File: config.mk
export PLATFORM = sky130hd
export DESIGN_NAME = sketch_ram_port_sched
export DESIGN_NICKNAME = d
export VERILOG_FILES = /design/src/rtl/sketch_ram_port_sched.sv
export SDC_FILE = /design/constraint.sdc
export NUM_CORES = 1
export LEC_CHECK = 0
export ABC_AREA = 1
export CAP_MARGIN = 0
export CORE_MARGIN = 8
export CORE_UTILIZATION = 37
export CTS_CLUSTER_SIZE = 40
export DETAILED_ROUTE_END_ITERATION = 12
export PLACE_DENSITY = 0.78
export RECOVER_POWER = 50
export SETUP_SLACK_MARGIN = 0.15
export SLEW_MARGIN = 20
export SYNTH_ARGS = -nofsm -noshare
export SYNTH_HDL_FRONTEND = slang
export SYNTH_SLANG_ARGS = --single-unit
File: constraint.sdc
create_clock -name clock -period 1.6 [get_ports clock]
set_clock_uncertainty 0.1 [all_clocks]
set_input_delay 0.32 -clock clock [delete_from_list [all_inputs] [get_ports clock]]
set_output_delay 0.32 -clock clock [all_outputs]
set_load 0.01 [all_outputs]
File: src/rtl/sketch_ram_port_sched.sv
// Port-A scheduler for the sketch dual-port RAM: two-requester round-robin, zero-fill
// clear sweep, and read-response routing. Define SKETCH_RAM_AUTOCLR_EN to sweep on reset exit.
module sketch_ram_port_sched #(
  parameter int DataWidth   = 32,
  parameter int RAMAddWidth = 2,
  parameter int RdLatency   = 2
) (
  input  logic                   clock,
  input  logic                   aclr,
  input  logic                   clr_start,
  output logic                   clr_busy,
  output logic                   clr_done,
  input  logic                   req0_valid,
  output logic                   req0_ready,
  input  logic                   req0_we,
  input  logic [RAMAddWidth-1:0] req0_addr,
  input  logic [DataWidth-1:0]   req0_wdata,
  input  logic                   req1_valid,
  output logic                   req1_ready,
  input  logic                   req1_we,
  input  logic [RAMAddWidth-1:0] req1_addr,
  input  logic [DataWidth-1:0]   req1_wdata,
  output logic                   rsp0_valid,
  output logic                   rsp1_valid,
  output logic [DataWidth-1:0]   rsp_data,
  output logic [RAMAddWidth-1:0] address_a,
  output logic [DataWidth-1:0]   data_a,
  output logic                   rden_a,
  output logic                   wren_a,
  input  logic [DataWidth-1:0]   q_a
);

  typedef enum logic {
    ST_IDLE  = 1'b0,
    ST_CLEAR = 1'b1
  } state_t;

  typedef struct packed {
    logic valid;
    logic id;
  } tag_t;

  localparam logic [RAMAddWidth-1:0] LastAddr = '1;

  state_t                 state_q;
  logic                   clr_busy_q;
  logic                   clr_done_q;
  logic [RAMAddWidth-1:0] clr_addr_q;
  logic [RAMAddWidth-1:0] address_a_q;
  logic [DataWidth-1:0]   data_a_q;
  logic                   rden_a_q;
  logic                   wren_a_q;
  logic                   rr_last_q;
  tag_t                   tag_q [RdLatency+1];

  logic                   accept_ok;
  logic                   grant0;
  logic                   grant1;
  logic                   fire0;
  logic                   fire1;
  logic                   fire;
  logic                   cmd_we_d;
  logic [RAMAddWidth-1:0] cmd_addr_d;
  logic [DataWidth-1:0]   cmd_wdata_d;
  tag_t                   tag_d;

  // A pending clr_start takes the cycle, so nothing is accepted alongside it.
  assign accept_ok  = (state_q == ST_IDLE) && !clr_start;
  assign grant0     = req0_valid && (!req1_valid || rr_last_q);
  assign grant1     = req1_valid && (!req0_valid || !rr_last_q);
  assign req0_ready = accept_ok && grant0;
  assign req1_ready = accept_ok && grant1;
  assign fire0      = req0_valid && req0_ready;
  assign fire1      = req1_valid && req1_ready;
  assign fire       = fire0 || fire1;

  always_comb begin
    // NOTE: every always_comb output gets a default first so no path can infer a latch.
    cmd_we_d    = req0_we;
    cmd_addr_d  = req0_addr;
    cmd_wdata_d = req0_wdata;
    if (fire1) begin
      cmd_we_d    = req1_we;
      cmd_addr_d  = req1_addr;
      cmd_wdata_d = req1_wdata;
    end
    tag_d.valid = fire && !cmd_we_d;
    tag_d.id    = fire1;
  end

  always_ff @(posedge clock) begin
    // NOTE: sequential state uses non-blocking assignments so every register samples pre-edge values.
    if (aclr) begin
`ifdef SKETCH_RAM_AUTOCLR_EN
      state_q    <= ST_CLEAR;
      clr_busy_q <= 1'b1;
      wren_a_q   <= 1'b1;
`else
      state_q    <= ST_IDLE;
      clr_busy_q <= 1'b0;
      wren_a_q   <= 1'b0;
`endif
      clr_done_q  <= 1'b0;
      clr_addr_q  <= '0;
      address_a_q <= '0;
      data_a_q    <= '0;
      rden_a_q    <= 1'b0;
      rr_last_q   <= 1'b1;
    end else begin
      clr_done_q <= 1'b0;
      rden_a_q   <= 1'b0;
      wren_a_q   <= 1'b0;
      case (state_q)
        ST_IDLE: begin
          if (clr_start) begin
            state_q     <= ST_CLEAR;
            clr_busy_q  <= 1'b1;
            clr_addr_q  <= '0;
            address_a_q <= '0;
            data_a_q    <= '0;
            wren_a_q    <= 1'b1;
          end else if (fire) begin
            rr_last_q   <= fire1;
            address_a_q <= cmd_addr_d;
            data_a_q    <= cmd_wdata_d;
            rden_a_q    <= !cmd_we_d;
            wren_a_q    <= cmd_we_d;
          end
        end
        ST_CLEAR: begin
          // clr_addr_q is the address being written this cycle; stop after the top word.
          if (clr_addr_q == LastAddr) begin
            state_q    <= ST_IDLE;
            clr_busy_q <= 1'b0;
            clr_done_q <= 1'b1;
          end else begin
            clr_addr_q  <= clr_addr_q + 1'b1;
            address_a_q <= clr_addr_q + 1'b1;
            data_a_q    <= '0;
            wren_a_q    <= 1'b1;
          end
        end
        default: state_q <= ST_IDLE;
      endcase
    end
  end

  always_ff @(posedge clock) begin
    if (aclr) begin
      // NOTE: this small array holds valid bits, so unlike a data memory it must be reset.
      for (int i = 0; i <= RdLatency; i++) tag_q[i] <= '0;
    end else begin
      tag_q[0] <= tag_d;
      for (int i = 1; i <= RdLatency; i++) tag_q[i] <= tag_q[i-1];
    end
  end

  assign clr_busy   = clr_busy_q;
  assign clr_done   = clr_done_q;
  assign address_a  = address_a_q;
  assign data_a     = data_a_q;
  assign rden_a     = rden_a_q;
  assign wren_a     = wren_a_q;
  assign rsp0_valid = tag_q[RdLatency].valid && !tag_q[RdLatency].id;
  assign rsp1_valid = tag_q[RdLatency].valid && tag_q[RdLatency].id;
  assign rsp_data   = q_a;

endmodule

---- Word level (Yosys, flattened, before mapping) ----
Memory sizes are Yosys's and may differ from the RTL's.
Index checks and enable logic that the tools add are counted.
cells by class
  $add $sub $neg .......................... 1
  multiply operators ...................... 0
  div/mod/pow operators ................... 0
  magnitude comparators ................... 0
  equal/unequal tests ..................... 5
  shifts and indexed selects .............. 0
  muxes and demuxes ....................... 29
  bitwise logic cells ..................... 6
  reductions and logical operators ........ 25
operator list
  operator               number
  $mux W32               4
  $pmux W32 S2           1
  $mux W2                8
  $mux W1                11
  $logic_and A1 B1 Y1    10
  $pmux W2 S2            2
  $logic_not A1 Y1       6
  $pmux W1 S2            3
  $reduce_and A2 Y1      3
  $ne A2 B2 Y1 const B   2
  $reduce_or A4 Y1       1
  $logic_or A1 B1 Y1     3
  $ne A3 B3 Y1 const B   1
  $not A1 Y1             3
  $or A1 B1 Y1           3
  $reduce_and A3 Y1      1
  $add A2 B1 Y2 const B  1
  $eq A2 B2 Y1 const B   1
  $ne A2 B1 Y1 const B   1
  $reduce_or A2 Y1       1
word-level totals
  register bits after elaboration ......... 42
  latch bits .............................. 0
  memory bits (writable) .................. 6
  memory bits (read-only) ................. 0
  logic and storage cells ................. 76
  memories kept ........................... 1
memories
  name   depth  width  rd ports  clocked after memory_dff  wr ports  line  text
  tag_q  3      2      3         0                         3         54    tag_t tag_q [RdLatency+1];

---- Depth between registers and ports, before layout ----
  depth in word-level cells ............... 9
  gate-level depth with buffers ........... 9
  depth with buffers taken out ............ 7

---- Worst setup path after synthesis ----
Ideal clock, no wire load.
  kind .................................... register to register
  start ................................... register state_q
  end ..................................... register data_a_q[10], in the netlist data_a[10]
  setup time .............................. 0.114 ns
  arrival time ............................ 1.144 ns
  required time ........................... 1.386 ns
  slack ................................... 0.242 ns
  stages on the path, launching flop included .. 10
  path buffers ............................ 3
  clock period less this slack ............ 1.358 ns
  path through ............................ dfxtp_1 > nor2_2 > buf_6 > inv_2 > nand2_2 > buf_6 > buf_6 > nand4_1 > nand2_1 > nor2_2
between the ends
  longest elaborated chain between the ends .. 8
  elaborated cells on any way between the ends .. 14
ends and longest elaborated chain
  item                         line  text
  start, declared              45    state_t state_q;
  start signal, assigned       99    state_q <= ST_IDLE;
  start signal, assigned       116   state_q <= ST_CLEAR;
  start signal, assigned       133   state_q <= ST_IDLE;
  $not A1 Y1 (no source line)  --
  $logic_and A1 B1 Y1          68    assign accept_ok = (state_q == ST_IDLE) && !clr_start;
  $logic_and A1 B1 Y1          72    assign req1_ready = accept_ok && grant1;
  $logic_and A1 B1 Y1          74    assign fire1 = req1_valid && req1_ready;
  $mux W32                     82    if (fire1) begin
  $mux W32                     122   end else if (fire) begin
  $mux W32                     115   if (clr_start) begin
  $pmux W32 S2                 113   case (state_q)
  end signal, assigned         125   data_a_q <= cmd_wdata_d;
  end, declared                50    logic [DataWidth-1:0] data_a_q;
Several ways; a longest one is shown, not always the timed one. The select of a mux whose other input is x is not followed.
A chain may end at the register's enable or synchronous reset.

---- Worst setup path in the final report ----
  start ................................... register state_q
  end ..................................... register data_a_q[11], in the netlist data_a[11]
Same word-level chain as after synthesis.

==> out/summary.txt <==
status = finished, violations left
failing checks = negative setup slack
worst min path class = reg2reg
Clock transition at path regs = 90 ps
Static Leak = 2.24 nW
Hold Fails Final Rpt = 0
worst path arrival time = 1780 ps
dpl hpwl = 6590 um
Slew Limit Fails = 0
Yosys top cell by area = dfxtp_1
reg2reg setup slack = -40 ps
Syn. warnings = 0
Post-Syn Area = 0.00286 sq mm
I/O Buffers = 116
Period minus WS final = 1640 ps
Critical Path, Cell by Cell = nor2_4, buf_6, buf_6, buf_8, inv_8, nand2_8, buf_12, buf_12, buf_16, nand4_1, nand2_1, nor2_2
Die Height = 104 um
Critical Path Start Type = flip-flop
CTS Hold Bufs = 0
number of synthesized flops with an enable pin = 0
hold endpoint = tag_q[0][4]$_SDFF_PP0_
Die X = 104 um
routed vias = 3168
family with the most delay on the worst path = buffers and inverters
Buf/Inv on CP = 7
Setup TNS = -207 ps
Hold Path Origin = tag_q[0][2]$_SDFF_PP0_
Worst VDD drop = 0.418 mV
vias in the first global route = 3444
crit path capture type = flip-flop
row cnt = 32
drt pass-1 iters = 4
Max FO, Critical Path = 7
prevailing post-synth register cell = dfxtp_1
Mapped Cells = 444
final worst slack = -38.9 ps
count leader, synth = nand2_1
max-cap violations = 0
dpl cell area = 0.00401 sq mm
clock latency on the worst-skew pair = 300 ps
slowest CP cell = dfxtp_2
initial core utilization = 37.6%
H-tree depth = 2
DP Worst Slack = -520 ps
core area = 0.00761 sq mm
root buf cell = clkbuf_8
Post-Layout Cell Count = 657
cell area power density = 703 mW/mm^2
RSZ-0062 raised after global routing = yes
fin nets = 662
final setup vio count = 7
Mean Syn Cell Area = 6.44 sq um
Total GRT Usage = 17.8%
Util after Layout = 61.7%
layout cell share with drive strength beyond 1 = 21.3%
clk buf depth = 2
vias per cell = 4.82
IO Pins = 181
First DRT Iteration DRCs = 123
# clock sinks = 48
Worst R2R Path Depth = 12
DRC = 0
Placer Congestion = 0.826
die area = 0.0108 sq mm
sequential fraction of the synthesis area = 33.6%
async set-reset flop share out of synthesis = 0%
RR Startpoint = state_q$_SDFF_PP0_
Post-synth top cells = nand2_1, nor2_1, inv_1, dfxtp_1, nand3_1
Largest stage delay, worst path = 360 ps
final antenna-violating net count = 0
Worst R2R End = data_a[11]$_SDFFE_PP0P_
worst-margin pin slew = 522 ps
cell count after placement = 626
post-synthesis net count = 552
Syn-to-layout area delta = 64.1%
Yosys reg bits = 48
Fmax = 610 MHz
Distinct cells, synth = 21
largest net degree at the start of global routing = 39
ranking of synthesized cells by area = dfxtp_1, nand2_1, buf_4
post-layout instance area = 0.00469 sq mm
grt total ovfl = 0
routed len/inst = 15.0 um
Req. time, crit path = 1740 ps
Routed WL = 9850 um
Worst Hold Path Cells = 2
kind of critical path = reg2reg
initial antenna violation count = 0
CTS tree = built
Slew headroom = 65.2%
fin crit share = 102%
top cell type's share of synthesized area = 33.6%
antenna fix cells = 0
first-pass GRT wire length = 16200 um
CTS buffer count = 5
==> repair_timing <==
item                       4_1_cts  5_1_grt
hold endpoints to repair         0        0
gates resized for setup        130        8
buffers inserted                15        0
gates cloned                     8        0
pin swaps                       49       34
setup endpoints to repair       83       42
==> metrics by stage <==
stage	hold slack (ps)	total power (W)
after global placement	293	0.00219
after CTS	313	0.00331
final	311	0.00330
after detailed placement	298	0.00221
after floorplan	288	0.00183
after global routing	330	0.00347
==> tightest hold or removal path: stages (launching register included) <==
cell	delay, ps
dfxtp_1	310
inv_1	40
nor2_1	30
==> metal layers <==
| layer | part of all wire [%] | wire, um | up-vias | GRT usage [%] |
|---|---|---|---|---|
| li1 | - | - | 1570 | - |
| met1 | 40 | 3960 | 1456 | 18.6 |
| met2 | 52 | 5090 | 116 | 33.1 |
| met3 | 5.5 | 545 | 26 | 3.78 |
| met4 | 2.5 | 250 | 0 | 8.38 |
| met5 | 0 | 0 | - | 0 |
==> report_power, final <==
group | switching (W) | internal [W]
clock network | 0.000413 | 0.000511
logic | 0.000489 | 0.000579
registers | 0.0000372 | 0.00127
total | 0.000939 | 0.00236
==> how the worst max path moves through the flow <==
stage	startpoint	endpoint	slack [ps]	cells after the start
finish	state_q$_SDFF_PP0_	data_a[11]$_SDFFE_PP0P_	-40	12
global route	state_q$_SDFF_PP0_	data_a[14]$_SDFFE_PP0P_	-110	12
CTS	state_q$_SDFF_PP0_	data_a[16]$_SDFFE_PP0P_	-10	12
detailed placement	clr_start	req1_ready	-520	5
global placement	clr_start	req1_ready	-480	5
floorplan	state_q$_SDFF_PP0_	data_a[10]$_SDFFE_PP0P_	240	9
==> kinds of logic after synthesis <==
logic type / count (synthesis) / synth area share (%)
simple gates: 276 / 43.5
flops: 48 / 33.6
buf+inv: 114 / 21.4
fa+ha+maj: 1 / 0.437
compound gates: 5 / 1.05
==> cell type report <==
class	instances	area [sq um]
Multi-Input combinational cell	282	1480
Sequential cell	48	966
Inverter	54	210
Clock inverter	2	38.8
Tap cell	102	128
Clock buffer	6	82.6
Timing Repair Buffer	163	1790
Fill cell	661	2910
==> flip-flops by register name (all words and copies together), names as in the netlist <==
name,flops
data_a,32
tag_q,6
address_a,2
clr_addr_q,2
clr_busy,1
clr_done,1
rden_a,1
rr_last_q,1
state_q,1
wren_a,1
==> cell usage in the layout (no fill, tap or decap), types with 14 or more instances in the layout <==
master	n
nand2_1	110
clkdlybuf4s50_1	70
inv_1	50
nor2_1	44
dfxtp_1	44
dlygate4sd2_1	41
nand3_1	36
nand4_1	34
nor2_2	26
buf_6	15
buf_4	14
Note: power is estimated with default switching activity, not from simulation.
